<file path="config.mk">
export PLATFORM = sky130hd
export DESIGN_NAME = cordic_atan2_flat
export DESIGN_NICKNAME = d
export VERILOG_FILES = /design/src/rtl/cordic_atan2_if.sv /design/src/rtl/cordic_atan2.sv /design/src/flat_wrapper.sv
export SDC_FILE = /design/constraint.sdc
export NUM_CORES = 1
export LEC_CHECK = 0
export ABC_AREA = 1
export BUFFER_PORTS_ARGS = -buffer_cell sky130_fd_sc_hd__buf_2
export CAP_MARGIN = 20
export CELL_PAD_IN_SITES_DETAIL_PLACEMENT = 2
export CELL_PAD_IN_SITES_GLOBAL_PLACEMENT = 2
export CORE_MARGIN = 5
export CORE_UTILIZATION = 37
export DETAILED_ROUTE_END_ITERATION = 8
export PLACE_DENSITY_LB_ADDON = 0.1
export SYNTH_ARGS = -nofsm -noshare
export SYNTH_HDL_FRONTEND = slang
export SYNTH_SLANG_ARGS = --single-unit
</file>
<file path="constraint.sdc">
create_clock -name clk -period 6.9 [get_ports clk]
set_clock_uncertainty 0.2 [all_clocks]
set_input_delay 1.38 -clock clk [delete_from_list [all_inputs] [get_ports clk]]
set_output_delay 1.38 -clock clk [all_outputs]
set_load 0.01 [all_outputs]
</file>
<file path="src/rtl/cordic_atan2_if.sv">
// Operand/result handshake bundle for the CORDIC atan2 engine.
// The producer drives the operand pair and out_ready; the engine drives everything else.
interface cordic_atan2_if #(
  parameter int WIDTH = 16
);
  logic                    in_valid;
  logic                    in_ready;
  logic signed [WIDTH-1:0] x_in;
  logic signed [WIDTH-1:0] y_in;
  logic                    out_valid;
  logic                    out_ready;
  logic signed [WIDTH-1:0] angle_out;
  logic        [WIDTH+1:0] mag_out;

  modport master (
    output in_valid, x_in, y_in, out_ready,
    input  in_ready, out_valid, angle_out, mag_out
  );

  modport slave (
    input  in_valid, x_in, y_in, out_ready,
    output in_ready, out_valid, angle_out, mag_out
  );
endinterface

</file>
<file path="src/rtl/cordic_atan2.sv">
// Iterative vectoring-mode CORDIC: full-quadrant atan2(y,x) in Q3.(WIDTH-3) radians plus
// the gain-scaled magnitude, one micro-rotation per clock.
module cordic_atan2 #(
  parameter int WIDTH = 16,
  parameter int ITER  = 14
) (
  input  logic          clk,
  input  logic          rst_n,
  cordic_atan2_if.slave bus,
  output logic          busy
);

  localparam int FRAC = WIDTH - 3;
  localparam int CW   = $clog2(ITER);

  // pi * 2^62, rounded; every angle constant is derived from this fixed-point reference
  localparam logic [63:0] PI_Q62 = 64'hC90FDAA22168C235;

  function automatic logic [63:0] round_shift(input logic [63:0] v, input int sh);
    return (v + (64'd1 << (sh - 1))) >> sh;
  endfunction

  // atan(2^-i) in Q60: odd-power series whose terms are exact powers of two divided by 2k+1
  function automatic logic [63:0] atan_q60(input int i);
    logic [63:0] acc;
    int          e;
    acc = 64'd0;
    if (i == 0) begin
      acc = PI_Q62 >> 4;
    end else begin
      for (int k = 0; k < 32; k++) begin
        e = 60 - i * (2 * k + 1);
        if (e >= 0) begin
          if (k % 2 == 0) acc = acc + ((64'd1 << e) / 64'(2 * k + 1));
          else            acc = acc - ((64'd1 << e) / 64'(2 * k + 1));
        end
      end
    end
    return acc;
  endfunction

  localparam logic signed [WIDTH:0] PI_Q     = (WIDTH+1)'(round_shift(PI_Q62, 62 - FRAC));
  localparam logic signed [WIDTH:0] NEG_PI_Q = -PI_Q;

  localparam logic [1:0] S_IDLE = 2'd0;
  localparam logic [1:0] S_RUN  = 2'd1;
  localparam logic [1:0] S_DONE = 2'd2;

  logic signed [WIDTH:0]   atan_tab [ITER];
  for (genvar g = 0; g < ITER; g++) begin : g_tab
    assign atan_tab[g] = (WIDTH+1)'(round_shift(atan_q60(g), 60 - FRAC));
  end

  logic [1:0]              state;
  logic [CW-1:0]           cnt;
  logic signed [WIDTH+1:0] xr, yr;
  logic signed [WIDTH:0]   zr;
  logic                    zero_flag;
  logic signed [WIDTH-1:0] angle_q;
  logic        [WIDTH+1:0] mag_q;

  logic signed [WIDTH+1:0] x_ext, y_ext, x_pre, y_pre;
  logic signed [WIDTH:0]   z_pre;
  logic signed [WIDTH+1:0] xs, ys, x_nx, y_nx;
  logic signed [WIDTH:0]   z_nx;
  logic signed [WIDTH-1:0] angle_sat;

  // Fold the left half-plane onto the right so the iteration only has to cover +-pi/2
  always_comb begin
    x_ext = {{2{bus.x_in[WIDTH-1]}}, bus.x_in};
    y_ext = {{2{bus.y_in[WIDTH-1]}}, bus.y_in};
    x_pre = x_ext;
    y_pre = y_ext;
    z_pre = '0;
    if (bus.x_in[WIDTH-1]) begin
      x_pre = -x_ext;
      y_pre = -y_ext;
      z_pre = bus.y_in[WIDTH-1] ? NEG_PI_Q : PI_Q;
    end
  end

  // One micro-rotation driving yr toward zero; both shifts use the pre-update registers
  always_comb begin
    xs = xr >>> cnt;
    ys = yr >>> cnt;
    if (!yr[WIDTH+1]) begin
      x_nx = xr + ys;
      y_nx = yr - xs;
      z_nx = zr + atan_tab[cnt];
    end else begin
      x_nx = xr - ys;
      y_nx = yr + xs;
      z_nx = zr - atan_tab[cnt];
    end
    if (z_nx > PI_Q)           angle_sat = PI_Q[WIDTH-1:0];
    else if (z_nx < NEG_PI_Q)  angle_sat = NEG_PI_Q[WIDTH-1:0];
    else                       angle_sat = z_nx[WIDTH-1:0];
  end

  always_ff @(posedge clk or negedge rst_n) begin
    if (!rst_n) begin
      state     <= S_IDLE;
      cnt       <= '0;
      xr        <= '0;
      yr        <= '0;
      zr        <= '0;
      zero_flag <= 1'b0;
      angle_q   <= '0;
      mag_q     <= '0;
    end else begin
      case (state)
        S_IDLE: begin
          if (bus.in_valid) begin
            xr        <= x_pre;
            yr        <= y_pre;
            zr        <= z_pre;
            cnt       <= '0;
            zero_flag <= (bus.x_in == '0) && (bus.y_in == '0);
            state     <= S_RUN;
          end
        end
        S_RUN: begin
          xr  <= x_nx;
          yr  <= y_nx;
          zr  <= z_nx;
          cnt <= cnt + CW'(1);
          if (cnt == CW'(ITER - 1)) begin
            angle_q <= zero_flag ? '0 : angle_sat;
            mag_q   <= zero_flag ? '0 : $unsigned(x_nx);
            state   <= S_DONE;
          end
        end
        S_DONE: begin
          if (bus.out_ready) state <= S_IDLE;
        end
        default: state <= S_IDLE;
      endcase
    end
  end

  assign bus.in_ready  = (state == S_IDLE);
  assign bus.out_valid = (state == S_DONE);
  assign busy          = (state != S_IDLE);
  assign bus.angle_out = angle_q;
  assign bus.mag_out   = mag_q;

endmodule
</file>
<file path="src/flat_wrapper.sv">
// flat-port wrapper written by rule: the top's interface ports become plain ports
module cordic_atan2_flat 
#(
  parameter int WIDTH = 16,
  parameter int ITER  = 14
)
  (clk, rst_n, busy, bus_in_valid, bus_x_in, bus_y_in, bus_out_ready, bus_in_ready, bus_out_valid, bus_angle_out, bus_mag_out);
  cordic_atan2_if #(.WIDTH(WIDTH)) bus_i ();
  input  logic clk;
  input  logic rst_n;
  output logic busy;
  input wire logic [$bits(bus_i.in_valid)-1:0] bus_in_valid;
  input wire logic [$bits(bus_i.x_in)-1:0] bus_x_in;
  input wire logic [$bits(bus_i.y_in)-1:0] bus_y_in;
  input wire logic [$bits(bus_i.out_ready)-1:0] bus_out_ready;
  output wire logic [$bits(bus_i.in_ready)-1:0] bus_in_ready;
  output wire logic [$bits(bus_i.out_valid)-1:0] bus_out_valid;
  output wire logic [$bits(bus_i.angle_out)-1:0] bus_angle_out;
  output wire logic [$bits(bus_i.mag_out)-1:0] bus_mag_out;
  assign bus_i.in_valid = bus_in_valid;
  assign bus_i.x_in = bus_x_in;
  assign bus_i.y_in = bus_y_in;
  assign bus_i.out_ready = bus_out_ready;
  assign bus_in_ready = bus_i.in_ready;
  assign bus_out_valid = bus_i.out_valid;
  assign bus_angle_out = bus_i.angle_out;
  assign bus_mag_out = bus_i.mag_out;
  cordic_atan2 #(.WIDTH(WIDTH), .ITER(ITER)) u_core (.clk(clk), .rst_n(rst_n), .bus(bus_i), .busy(busy));
endmodule
</file>
==> flow_metrics.env, run 1 <==
export IMPL_crit_arrival_ns=5.69
export IMPL_min_period_ns=5.624
export IMPL_synth_area_mm2=0.01019
export IMPL_die_height_um=175.9
export IMPL_max_cap_violations=0
export IMPL_relSlewSlack_pct=42.62
export IMPL_synth_edf_count=0
export IMPL_clock_latency_ns=0.38
export IMPL_firstDrtPassIters=5
export IMPL_synth_common_cells="543 x nand2_1, 175 x nand3_1, 152 x inv_1"
export IMPL_synthArstFlopShare_pct=100.0
export IMPL_gp_congestion=0.9042
export IMPL_worstPathRequired_ns=6.96
export IMPL_setup_tns_ns=0
export IMPL_globalRouteOverflowTotal=0
export IMPL_yosys_area_share_adder_pct=8.204
export IMPL_n_antenna_cell=0
export IMPL_htreeDepth=3
export IMPL_grt_pass1_wl_um=68880
export IMPL_slew_viol_final=0
export IMPL_seq_area_frac_synth_pct=23.09
export IMPL_cts_sink_count=94
export IMPL_core_mm2=0.02703
export IMPL_synth_top_area_share_pct=23.09
export IMPL_synth_simple_area_share_pct=38.82
export IMPL_antenna_left=0
export IMPL_portBuffers=72
export IMPL_cp_start_kind="flop"
export IMPL_synth_top_family_by_area="simple AND/OR/NAND/NOR gates"
export IMPL_grt_pass1_vias=12320
export IMPL_synth_cells=1626
export IMPL_start_util_pct=37.69
export IMPL_drive_gt1_share_pct=9.850
export IMPL_yosysMostFrequentCell="nand2_1"
export IMPL_timing_fmax_ghz=0.1778
export IMPL_num_vias=11370
export IMPL_nets=1761
export IMPL_drtIter0Drc=563
export IMPL_holdPathStages=2
export IMPL_pin_count=73
export IMPL_cp_top_family="simple AND/OR/NAND/NOR gates"
export IMPL_grt_max_degree=57
export IMPL_cts_tree="built"
export IMPL_rr_worst_depth=28
export IMPL_numCtsBuffers=9
export IMPL_row_count=60
export IMPL_cts_resized=0
export IMPL_syn_avg_cell_area_um2=6.265
export IMPL_drc=0
export IMPL_wirelength_um=43310
export IMPL_run_status="finished, final reports clean"
export IMPL_end_kind="flop"
export IMPL_period_share_pct=81.51
export IMPL_critical_path_depth=28
export IMPL_worstMarginPinSlew_ns=0.8516
export IMPL_synth_area_leaders="dfrtp_1 23%, nand2_1 20%, nand3_1 8.6%"
export IMPL_synthFlopType="dfrtp_1"
export IMPL_worstHoldPathType="flop to flop"
export IMPL_synth_warnings=0
export IMPL_clk_pin_slew_ns=0.08
export IMPL_crit_slowest_cell="buf_4"
export IMPL_final_setup_viol_count=0
export IMPL_via_per_inst=5.667
export IMPL_path_buf_inv=3
export IMPL_finalHoldViolations=0
export IMPL_critPathMaxFanout=56
export IMPL_syn_nets=1727
export IMPL_critPathMaxStageDelay_ns=0.47
export IMPL_clockRootBuffer="clkbuf_16"
export IMPL_die_width_um=175.9
export IMPL_clockBufferDepth=2
export IMPL_antenna_found_initial=1
export IMPL_die_area_mm2=0.03095
export IMPL_synth_compound_area_share_pct=15.95
export IMPL_synth_area_mux_share_pct=0.09826
export IMPL_yosysTopAreaCell="dfrtp_1"
export IMPL_yosysUniqueCellTypes=57
export IMPL_cpMostUsedCell="nand2_1"
export IMPL_post_cts_buffers=0
export IMPL_synthXorXnorAreaFrac_pct=4.729
export IMPL_path_class="flop to flop"
export IMPL_grt_usage_pct=27.96
export IMPL_ctsHoldBuffers=0
export IMPL_areaGrowthSynthToFinish_pct=8.867
export IMPL_dp_hpwl_um=33630
export IMPL_rsz0062_at_grt="false"
export IMPL_ys_seq_elements=94
export IMPL_wl_per_cell_um=21.59
-- stage by stage --
step | setup slack, ns | hold slack, ns | std cells | area (um^2) | util [%]
2_1_floorplan | 2.740 | 0.2594 | 1626 | 10190 | -
3_3_place_gp | 1.649 | 0.2605 | 1990 | 10780 | 39.89
3_5_place_dp | 1.430 | 0.2724 | 1990 | 10780 | 39.89
4_1_cts | 1.277 | 0.2968 | 2006 | 11090 | 41.04
5_1_grt | 0.6675 | 0.3221 | 2006 | 11090 | 41.04
6_report | 1.276 | 0.2910 | 2006 | 11090 | 41.04
-- worst min-delay path, stage by stage (launching register included) --
cell and delay [ns]:
dfrtp_1 0.35, nand2_1 0.05, nand2_1 0.06
-- layer usage --
layer,up-vias,wire length (um),GRT usage (%)
met5,-,19,0
met2,164,20810,48.32
met4,2,792,5.718
met1,5712,20360,37.75
met3,43,1335,3.490
li1,5448,-,-
-- final cells by class --
cell class                 instances  area [um^2]
multi-input combinational       1304         6923
tap                              341        426.7
clock buffer                       9        225.2
fill                            3429        15940
inverter                         167        626.9
timing repair buffer              84        452.9
sequential                        94         2352
clock inverter                     7        83.83
-- registers in the layout (all words and copies together) (netlist names) --
register,cells
u_core.bus.angle_out,16
u_core.bus.mag_out,18
u_core.cnt,4
u_core.state,2
u_core.xr,18
u_core.yr,18
u_core.zero_flag,1
u_core.zr,17
-- logic make-up (layout without fill, tap and decap cells) --
kind of cell | count (synthesis) | count (layout)
DFF | 94 | 94
muxes | 1 | 1
xor gates and xnor gates | 55 | 55
adders and majority gates | 65 | 65
AOI/OAI and AO/OA | 276 | 276
buffers and inverters | 228 | 267
and+or+nand+nor | 907 | 907
-- cell usage in the layout (no fill, tap or decap), types with 14 or more instances in the layout --
master	n
o21ai_0	82
buf_2	71
ha_1	62
nand2_1	543
xor2_1	36
nor2_1	83
nor3_1	25
o211ai_1	19
o21ai_1	24
nand3_1	175
inv_2	14
a21oi_1	79
inv_1	152
dfrtp_1	94
xnor2_1	19
nand4_1	14
-- worst paths after layout --
check | startpoint | to | slack, ns
setup reg to reg | u_core.cnt[0]$_DFFE_PN0P_ | u_core.bus.angle_out[13]$_DFFE_PN0P_ | 1.28
hold / removal | u_core.bus.angle_out[14]$_DFFE_PN0P_ | u_core.bus.angle_out[14]$_DFFE_PN0P_ | 0.29
max in group asynchronous | rst_n | u_core.bus.angle_out[6]$_DFFE_PN0P_ | 4.51
hold reg to reg | u_core.bus.angle_out[14]$_DFFE_PN0P_ | u_core.bus.angle_out[14]$_DFFE_PN0P_ | 0.29
min in group asynchronous | rst_n | u_core.yr[13]$_DFFE_PN0P_ | 0.80
setup / recovery | u_core.cnt[0]$_DFFE_PN0P_ | u_core.bus.angle_out[13]$_DFFE_PN0P_ | 1.28
Power of run 1 is left out: the tool's default activity adds up to more than one toggle a clock period on the data nets, which glitch-free logic cannot reach.
==> run 2: changes to the inputs <==
- CORE_UTILIZATION: 37 -> 31
- clock period: 6.9 -> 4.59 ns (I/O delays scaled with it)
==> flow_metrics.env, run 2 (same netlist as run 1, synthesis figures left out) <==
export IMPL_run_status="finished, final reports clean"
export IMPL_portBuffers=72
export IMPL_relSlewSlack_pct=51.49
export IMPL_rsz0062_at_grt="true"
export IMPL_drc=0
export IMPL_slew_viol_final=0
export IMPL_n_antenna_cell=0
export IMPL_grt_pass1_vias=12520
export IMPL_clockRootBuffer="clkbuf_16"
export IMPL_nets=1808
export IMPL_timing_final_ws_setup_ns=0.1307
export IMPL_drtIter0Drc=436
export IMPL_ff_latch_area_mm2=0.002355
export IMPL_final_cell_mix="535 x nand2_1, 175 x nand3_1, 150 x inv_1, 92 x dfrtp_1, 80 x nor2_1"
export IMPL_crit_arrival_ns=4.51
export IMPL_final_common_cell="nand2_1"
export IMPL_wirelength_um=44540
export IMPL_cts_tree="built"
export IMPL_grt_pass1_wl_um=69420
export IMPL_core_mm2=0.03245
export IMPL_htreeDepth=3
export IMPL_clk_pin_slew_ns=0.07
export IMPL_critPathMaxFanout=29
export IMPL_n_fill_cell=4005
export IMPL_firstDrtPassIters=4
export IMPL_dpl_cell_area_mm2=0.01126
export IMPL_finalHoldViolations=0
export IMPL_via_per_inst=5.367
export IMPL_setup_tns_ns=0
export IMPL_gp_congestion=0.8685
export IMPL_row_count=66
export IMPL_ctsHoldBuffers=0
export IMPL_multiInputGateArea_mm2=0.007178
export IMPL_cts_sink_count=94
export IMPL_grt_max_degree=78
export IMPL_worstHoldPathType="input port to asynchronous set/reset pin"
export IMPL_drive_gt1_share_pct=14.95
export IMPL_globalRouteOverflowTotal=0
export IMPL_pre_cts_ws_ns=-0.08506
export IMPL_clock_latency_ns=0.37
export IMPL_cp_start_kind="flop"
export IMPL_antenna_left=0
export IMPL_worstPathRequired_ns=4.64
export IMPL_numCtsBuffers=9
export IMPL_path_class="flop to flop"
export IMPL_die_height_um=191.3
export IMPL_min_period_ns=4.459
export IMPL_areaGrowthSynthToFinish_pct=16.96
export IMPL_num_vias=11560
export IMPL_end_kind="flop"
export IMPL_clockBufferDepth=2
export IMPL_max_cap_violations=0
export IMPL_pin_count=73
export IMPL_whs_ns=0.2383
export IMPL_grt_usage_pct=23.97
export IMPL_dp_hpwl_um=35340
export IMPL_final_setup_viol_count=0
export IMPL_period_share_pct=97.15
export IMPL_timing_fmax_ghz=0.2242
export IMPL_start_util_pct=31.39
export IMPL_antenna_found_initial=0
export IMPL_die_width_um=191.3
export IMPL_die_area_mm2=0.03659
export IMPL_worstMarginPinSlew_ns=0.7269
export IMPL_fin_area_mm2=0.01192
export IMPL_wl_per_cell_um=20.68
run 2: cell types whose count changed in the layout (fill, tap and decap cells not counted), moves of 5 or more:
| cell | before | now |
|---|---|---|
| a21oi_2 | 2 | 8 |
| xor2_1 | 36 | 31 |
| nand2_2 | 7 | 15 |
| xor2_2 | 0 | 5 |
| a21oi_1 | 79 | 73 |
| nand2_1 | 543 | 535 |
| buf_4 | 13 | 50 |
| ha_1 | 62 | 54 |
run 2: what timing repair did:
item,4_1_cts,5_1_grt
pin swaps,0,12
setup endpoints to repair,3,33
gates cloned,0,2
gates resized for setup,2,65
setup buffers,0,7
run 2: layer usage:
layer / GRT usage, % / wire length, um
met5: 0 / 0
met4: 3.425 / 465
met3: 1.991 / 1057
met2: 42.47 / 21770
met1: 32.58 / 21250
run 2: cell type report:
type,count,area share [%]
inverters,167,5.303
repair buffers,129,7.351
clock buffers,9,1.890
clock inverters,7,0.8086
multi-input cells,1306,60.24
well taps,442,4.641
flip-flops and latches,94,19.76
run 2: stage by stage:
step	instances	util (%)
6_report	2154	36.71
5_1_grt	2154	36.71
4_1_cts	2145	35.71
3_5_place_dp	2129	34.71
3_3_place_gp	2128	34.62
2_1_floorplan	1626	-
run 2: critical path, stage by stage, from the launching register on:
cell and delay (ns):
dfrtp_2 0.46, buf_8 0.19, or2_1 0.23, o21ai_1 0.12
nand2_1 0.10, nand3_1 0.11, nand3_1 0.10, nand2_1 0.13
ha_1 0.18, and3_1 0.19, nand2_1 0.06, nand2_1 0.11
nand2_2 0.09, inv_2 0.09, nand2_1 0.07, xor2_1 0.16
ha_1 0.37, inv_2 0.09, nor4_4 0.26, buf_4 0.18
nand4_1 0.12, o211a_1 0.33, nand3b_1 0.23, nand3_1 0.11
nand2_1 0.05
run 2: final timing paths:
check,from,depth (start not counted),end,slack [ns]
max,u_core.cnt[0]$_DFFE_PN0P_,24,u_core.bus.mag_out[17]$_DFFE_PN0P_,0.13
max reg2reg,u_core.cnt[0]$_DFFE_PN0P_,24,u_core.bus.mag_out[17]$_DFFE_PN0P_,0.13
min,rst_n,1,u_core.bus.angle_out[8]$_DFFE_PN0P_,0.24
min reg2reg,u_core.bus.angle_out[1]$_DFFE_PN0P_,2,u_core.bus.angle_out[1]$_DFFE_PN0P_,0.28
max in group asynchronous,rst_n,2,u_core.cnt[0]$_DFFE_PN0P_,3.13
min in group clk,u_core.bus.angle_out[1]$_DFFE_PN0P_,2,u_core.bus.angle_out[1]$_DFFE_PN0P_,0.28
Power of run 2 is left out for the same reason.
==> run 3: changes to the inputs <==
- ABC_AREA: 1 -> default
- CORE_UTILIZATION: 31 -> 39
- SLEW_MARGIN: default -> 15
- clock period: 4.59 -> 4.45 ns (I/O delays scaled with it)
==> flow_metrics.env, run 3 <==
export IMPL_dp_hpwl_um=42770
export IMPL_numCtsBuffers=9
export IMPL_syn_avg_cell_area_um2=8.617
export IMPL_synthArstFlopShare_pct=100.0
export IMPL_clockRootBuffer="clkbuf_16"
export IMPL_run_status="stopped before the end"
export IMPL_synth_top_area_share_pct=23.10
export IMPL_error="[ERROR DPL-0033] detailed placement checks failed during check placement."
export IMPL_synth_area_leaders="dfrtp_1 23%, mux4_2 10%, ha_1 7.6%"
export IMPL_synth_cells=1182
export IMPL_gp_congestion=0.9163
export IMPL_post_cts_buffers=61
export IMPL_portBuffers=72
export IMPL_synth_area_mm2=0.01018
export IMPL_lastStage="clock tree synthesis"
export IMPL_cts_sink_count=94
export IMPL_synth_warnings=0
export IMPL_dp_cells=1841
export IMPL_clockBufferDepth=2
export IMPL_yosysUniqueCellTypes=76
export IMPL_cts_resized=263
export IMPL_row_count=59
export IMPL_yosysTopAreaCell="dfrtp_1"
export IMPL_die_height_um=171.6
export IMPL_pin_count=73
export IMPL_seq_area_frac_synth_pct=23.10
export IMPL_htreeDepth=3
export IMPL_synthFlopType="dfrtp_1"
export IMPL_yosysMostFrequentCell="dfrtp_1"
export IMPL_syn_nets=1283
export IMPL_die_width_um=171.6
export IMPL_ctsHoldBuffers=0
export IMPL_ys_seq_elements=94
export IMPL_synth_common_cells="94 x dfrtp_1, 93 x nand2_1, 92 x nor2_1"
export IMPL_start_util_pct=39.31
export IMPL_synth_edf_count=0
[run 3: cells by family after synthesis]
family                   count (synthesis)  synth area share, %
AO/OA/AOI/OAI                          379                24.23
XOR/XNOR                               109                9.374
adder cells (fa/ha/maj)                 67                8.403
buffers and inverters                  113                4.619
flip-flops                              94                23.10
multiplexers                            89                14.58
AND/OR/NAND/NOR                        331                15.70
[run 3: stage by stage]
step	worst slack, ns	area [um^2]	TNS [ns]
2_1_floorplan	-0.8284	10410	-13.25
3_5_place_dp	-1.076	13280	-36.87
3_3_place_gp	-0.6063	13270	-18.33
==> run 4: changes to the inputs <==
- CELL_PAD_IN_SITES_DETAIL_PLACEMENT: 2 -> default
- CELL_PAD_IN_SITES_GLOBAL_PLACEMENT: 2 -> default
- CORE_UTILIZATION: 39 -> 30
- PLACE_DENSITY_LB_ADDON: 0.1 -> 0.15
==> flow_metrics.env, run 4 <==
export IMPL_end_kind="flop"
export IMPL_yosysMostFrequentCell="dfrtp_1"
export IMPL_synth_common_cells="94 x dfrtp_1, 93 x nand2_1, 92 x nor2_1"
export IMPL_crit_arrival_ns=5.01
export IMPL_portBuffers=72
export IMPL_nets=1671
export IMPL_finalHoldViolations=0
export IMPL_synth_compound_area_share_pct=24.23
export IMPL_antenna_found_initial=0
export IMPL_final_cell_mix="350 x buf_4, 92 x dfrtp_1, 90 x nand2_1, 86 x nor2_1, 72 x a21oi_1"
export IMPL_min_period_ns=4.997
export IMPL_synth_warnings=0
export IMPL_grt_pass1_vias=10860
export IMPL_dpl_cell_area_mm2=0.01355
export IMPL_setup_tns_ns=-11.59
export IMPL_final_setup_viol_count=42
export IMPL_synth_cells=1182
export IMPL_dp_hpwl_um=29690
export IMPL_die_height_um=194.3
export IMPL_synth_simple_area_share_pct=15.70
export IMPL_antenna_left=0
export IMPL_ctsHoldBuffers=0
export IMPL_worstSetupEndpoint="u_core.yr[17]$_DFFE_PN0P_"
export IMPL_rsz0062_at_grt="true"
export IMPL_die_area_mm2=0.03774
export IMPL_htreeDepth=3
export IMPL_synth_top_area_share_pct=23.10
export IMPL_globalRouteOverflowTotal=0
export IMPL_clock_latency_ns=0.37
export IMPL_failed_checks="setup timing"
export IMPL_synthArstFlopShare_pct=100.0
export IMPL_timing_fmax_ghz=0.2001
export IMPL_drive_gt1_share_pct=43.58
export IMPL_yosysUniqueCellTypes=76
export IMPL_crit_path_start="u_core.cnt[0]$_DFFE_PN0P_"
export IMPL_pin_count=73
export IMPL_worstPathRequired_ns=4.47
export IMPL_cp_start_kind="flop"
export IMPL_yosys_area_share_adder_pct=8.403
export IMPL_synth_top_family_by_area="compound AO/OA/AOI/OAI gates"
export IMPL_max_cap_violations=0
export IMPL_gp_congestion=0.9167
export IMPL_clockBufferDepth=2
export IMPL_die_width_um=194.3
export IMPL_clockRootBuffer="clkbuf_16"
export IMPL_run_status="finished, violations left"
export IMPL_ys_seq_elements=94
export IMPL_drc=0
export IMPL_synth_area_mm2=0.01018
export IMPL_fin_area_mm2=0.01507
export IMPL_firstDrtPassIters=5
export IMPL_wl_per_cell_um=19.15
export IMPL_numCtsBuffers=9
export IMPL_core_mm2=0.03353
export IMPL_num_vias=10740
export IMPL_wirelength_um=38710
export IMPL_row_count=67
export IMPL_slew_viol_final=0
export IMPL_synth_area_leaders="dfrtp_1 23%, mux4_2 10%, ha_1 7.6%"
export IMPL_synthFlopType="dfrtp_1"
export IMPL_grt_pass1_wl_um=61090
export IMPL_whs_ns=0.2813
export IMPL_rr_worst_depth=19
export IMPL_worstHoldPathType="flop to flop"
export IMPL_r2r_end="u_core.yr[17]$_DFFE_PN0P_"
export IMPL_relSlewSlack_pct=31.53
export IMPL_drtIter0Drc=688
export IMPL_worstMarginPinSlew_ns=1.023
export IMPL_cts_sink_count=94
export IMPL_via_per_inst=5.313
export IMPL_final_common_cell="buf_4"
export IMPL_n_antenna_cell=0
export IMPL_grt_usage_pct=19.96
export IMPL_timing_final_ws_setup_ns=-0.5469
export IMPL_synth_edf_count=0
export IMPL_r2r_setup_slack_ns=-0.55
export IMPL_syn_avg_cell_area_um2=8.617
export IMPL_r2r_start="u_core.cnt[0]$_DFFE_PN0P_"
export IMPL_start_util_pct=30.37
export IMPL_synth_area_mux_share_pct=14.58
export IMPL_cts_tree="built"
export IMPL_path_class="flop to flop"
export IMPL_seq_area_frac_synth_pct=23.10
export IMPL_areaGrowthSynthToFinish_pct=47.95
export IMPL_synthXorXnorAreaFrac_pct=9.373
export IMPL_syn_nets=1283
export IMPL_critPathMaxFanout=8
export IMPL_clk_pin_slew_ns=0.08
export IMPL_period_share_pct=112.3
export IMPL_yosysTopAreaCell="dfrtp_1"
export IMPL_grt_max_degree=61
-- run 4: worst max-delay path: stages, from the launching register on --
cell and delay [ns]:
dfrtp_4 0.56, buf_12 0.17, buf_4 0.14, o21a_1 0.18
or2_4 0.24, mux4_2 0.51, a2111oi_4 0.32, nand2b_1 0.13
or3_4 0.35, buf_4 0.16, a21oi_2 0.11, mux2i_1 0.09
ha_1 0.32, buf_4 0.16, a31oi_4 0.17, o31ai_2 0.10
or4_4 0.46, a311oi_2 0.24, xor2_1 0.17, a21oi_1 0.08
-- run 4: repair_timing --
action	in CTS	in global routing
gates resized for setup	91	113
cloned	1	0
pin swaps	56	54
endpoints found under the setup margin	50	57
buffers inserted	26	16
hold endpoints to repair	0	0
-- run 4: worst min-delay path by stage --
stage	startpoint	to	slack (ns)	cells after the start
2_1_floorplan	u_core.zr[8]$_DFFE_PN0P_	u_core.zr[8]$_DFFE_PN0P_	0.27	2
3_3_place_gp	u_core.bus.angle_out[14]$_DFFE_PN0P_	u_core.bus.angle_out[14]$_DFFE_PN0P_	0.26	2
3_5_place_dp	u_core.bus.angle_out[14]$_DFFE_PN0P_	u_core.bus.angle_out[14]$_DFFE_PN0P_	0.27	2
4_1_cts	u_core.bus.angle_out[14]$_DFFE_PN0P_	u_core.bus.angle_out[14]$_DFFE_PN0P_	0.29	2
5_1_grt	u_core.bus.mag_out[14]$_DFFE_PN0P_	u_core.bus.mag_out[14]$_DFFE_PN0P_	0.31	2
6_report	u_core.bus.mag_out[2]$_DFFE_PN0P_	u_core.bus.mag_out[2]$_DFFE_PN0P_	0.28	2
-- run 4: cells by family (layout without fill, tap and decap cells) --
| group | Yosys count | after routing |
|---|---|---|
| AOI/OAI and AO/OA | 379 | 379 |
| xor gates and xnor gates | 109 | 109 |
| adders and majority gates | 67 | 67 |
| buffers and inverters | 113 | 505 |
| DFF | 94 | 94 |
| muxes | 89 | 89 |
| and+or+nand+nor | 331 | 331 |
-- run 4: cell type report --
class,count,area [um^2]
multi-input combinational,975,8343
timing repair buffer,447,3319
sequential,94,2357
clock buffer,9,225.2
clock inverter,6,93.84
fill,3376,18460
tap,448,560.5
inverter,43,168.9
-- run 4: routing by layer --
layer	vias up	global-route usage, %	wire [um]
met4	0	4.063	699
met5	-	0	0
met1	5253	27.58	17990
met3	43	1.581	1282
met2	250	34.45	18740
li1	5197	-	-
-- run 4: metrics by stage --
step / setup WS (ns) / util [%] / instances
2_1_floorplan: -0.8284 / - / 1182
3_3_place_gp: -0.6277 / 40.41 / 1971
3_5_place_dp: -0.7004 / 40.41 / 1971
4_1_cts: -0.5417 / 43.29 / 2012
5_1_grt: -0.7625 / 44.94 / 2022
6_report: -0.5469 / 44.94 / 2022
Power of run 4 is left out for the same reason.
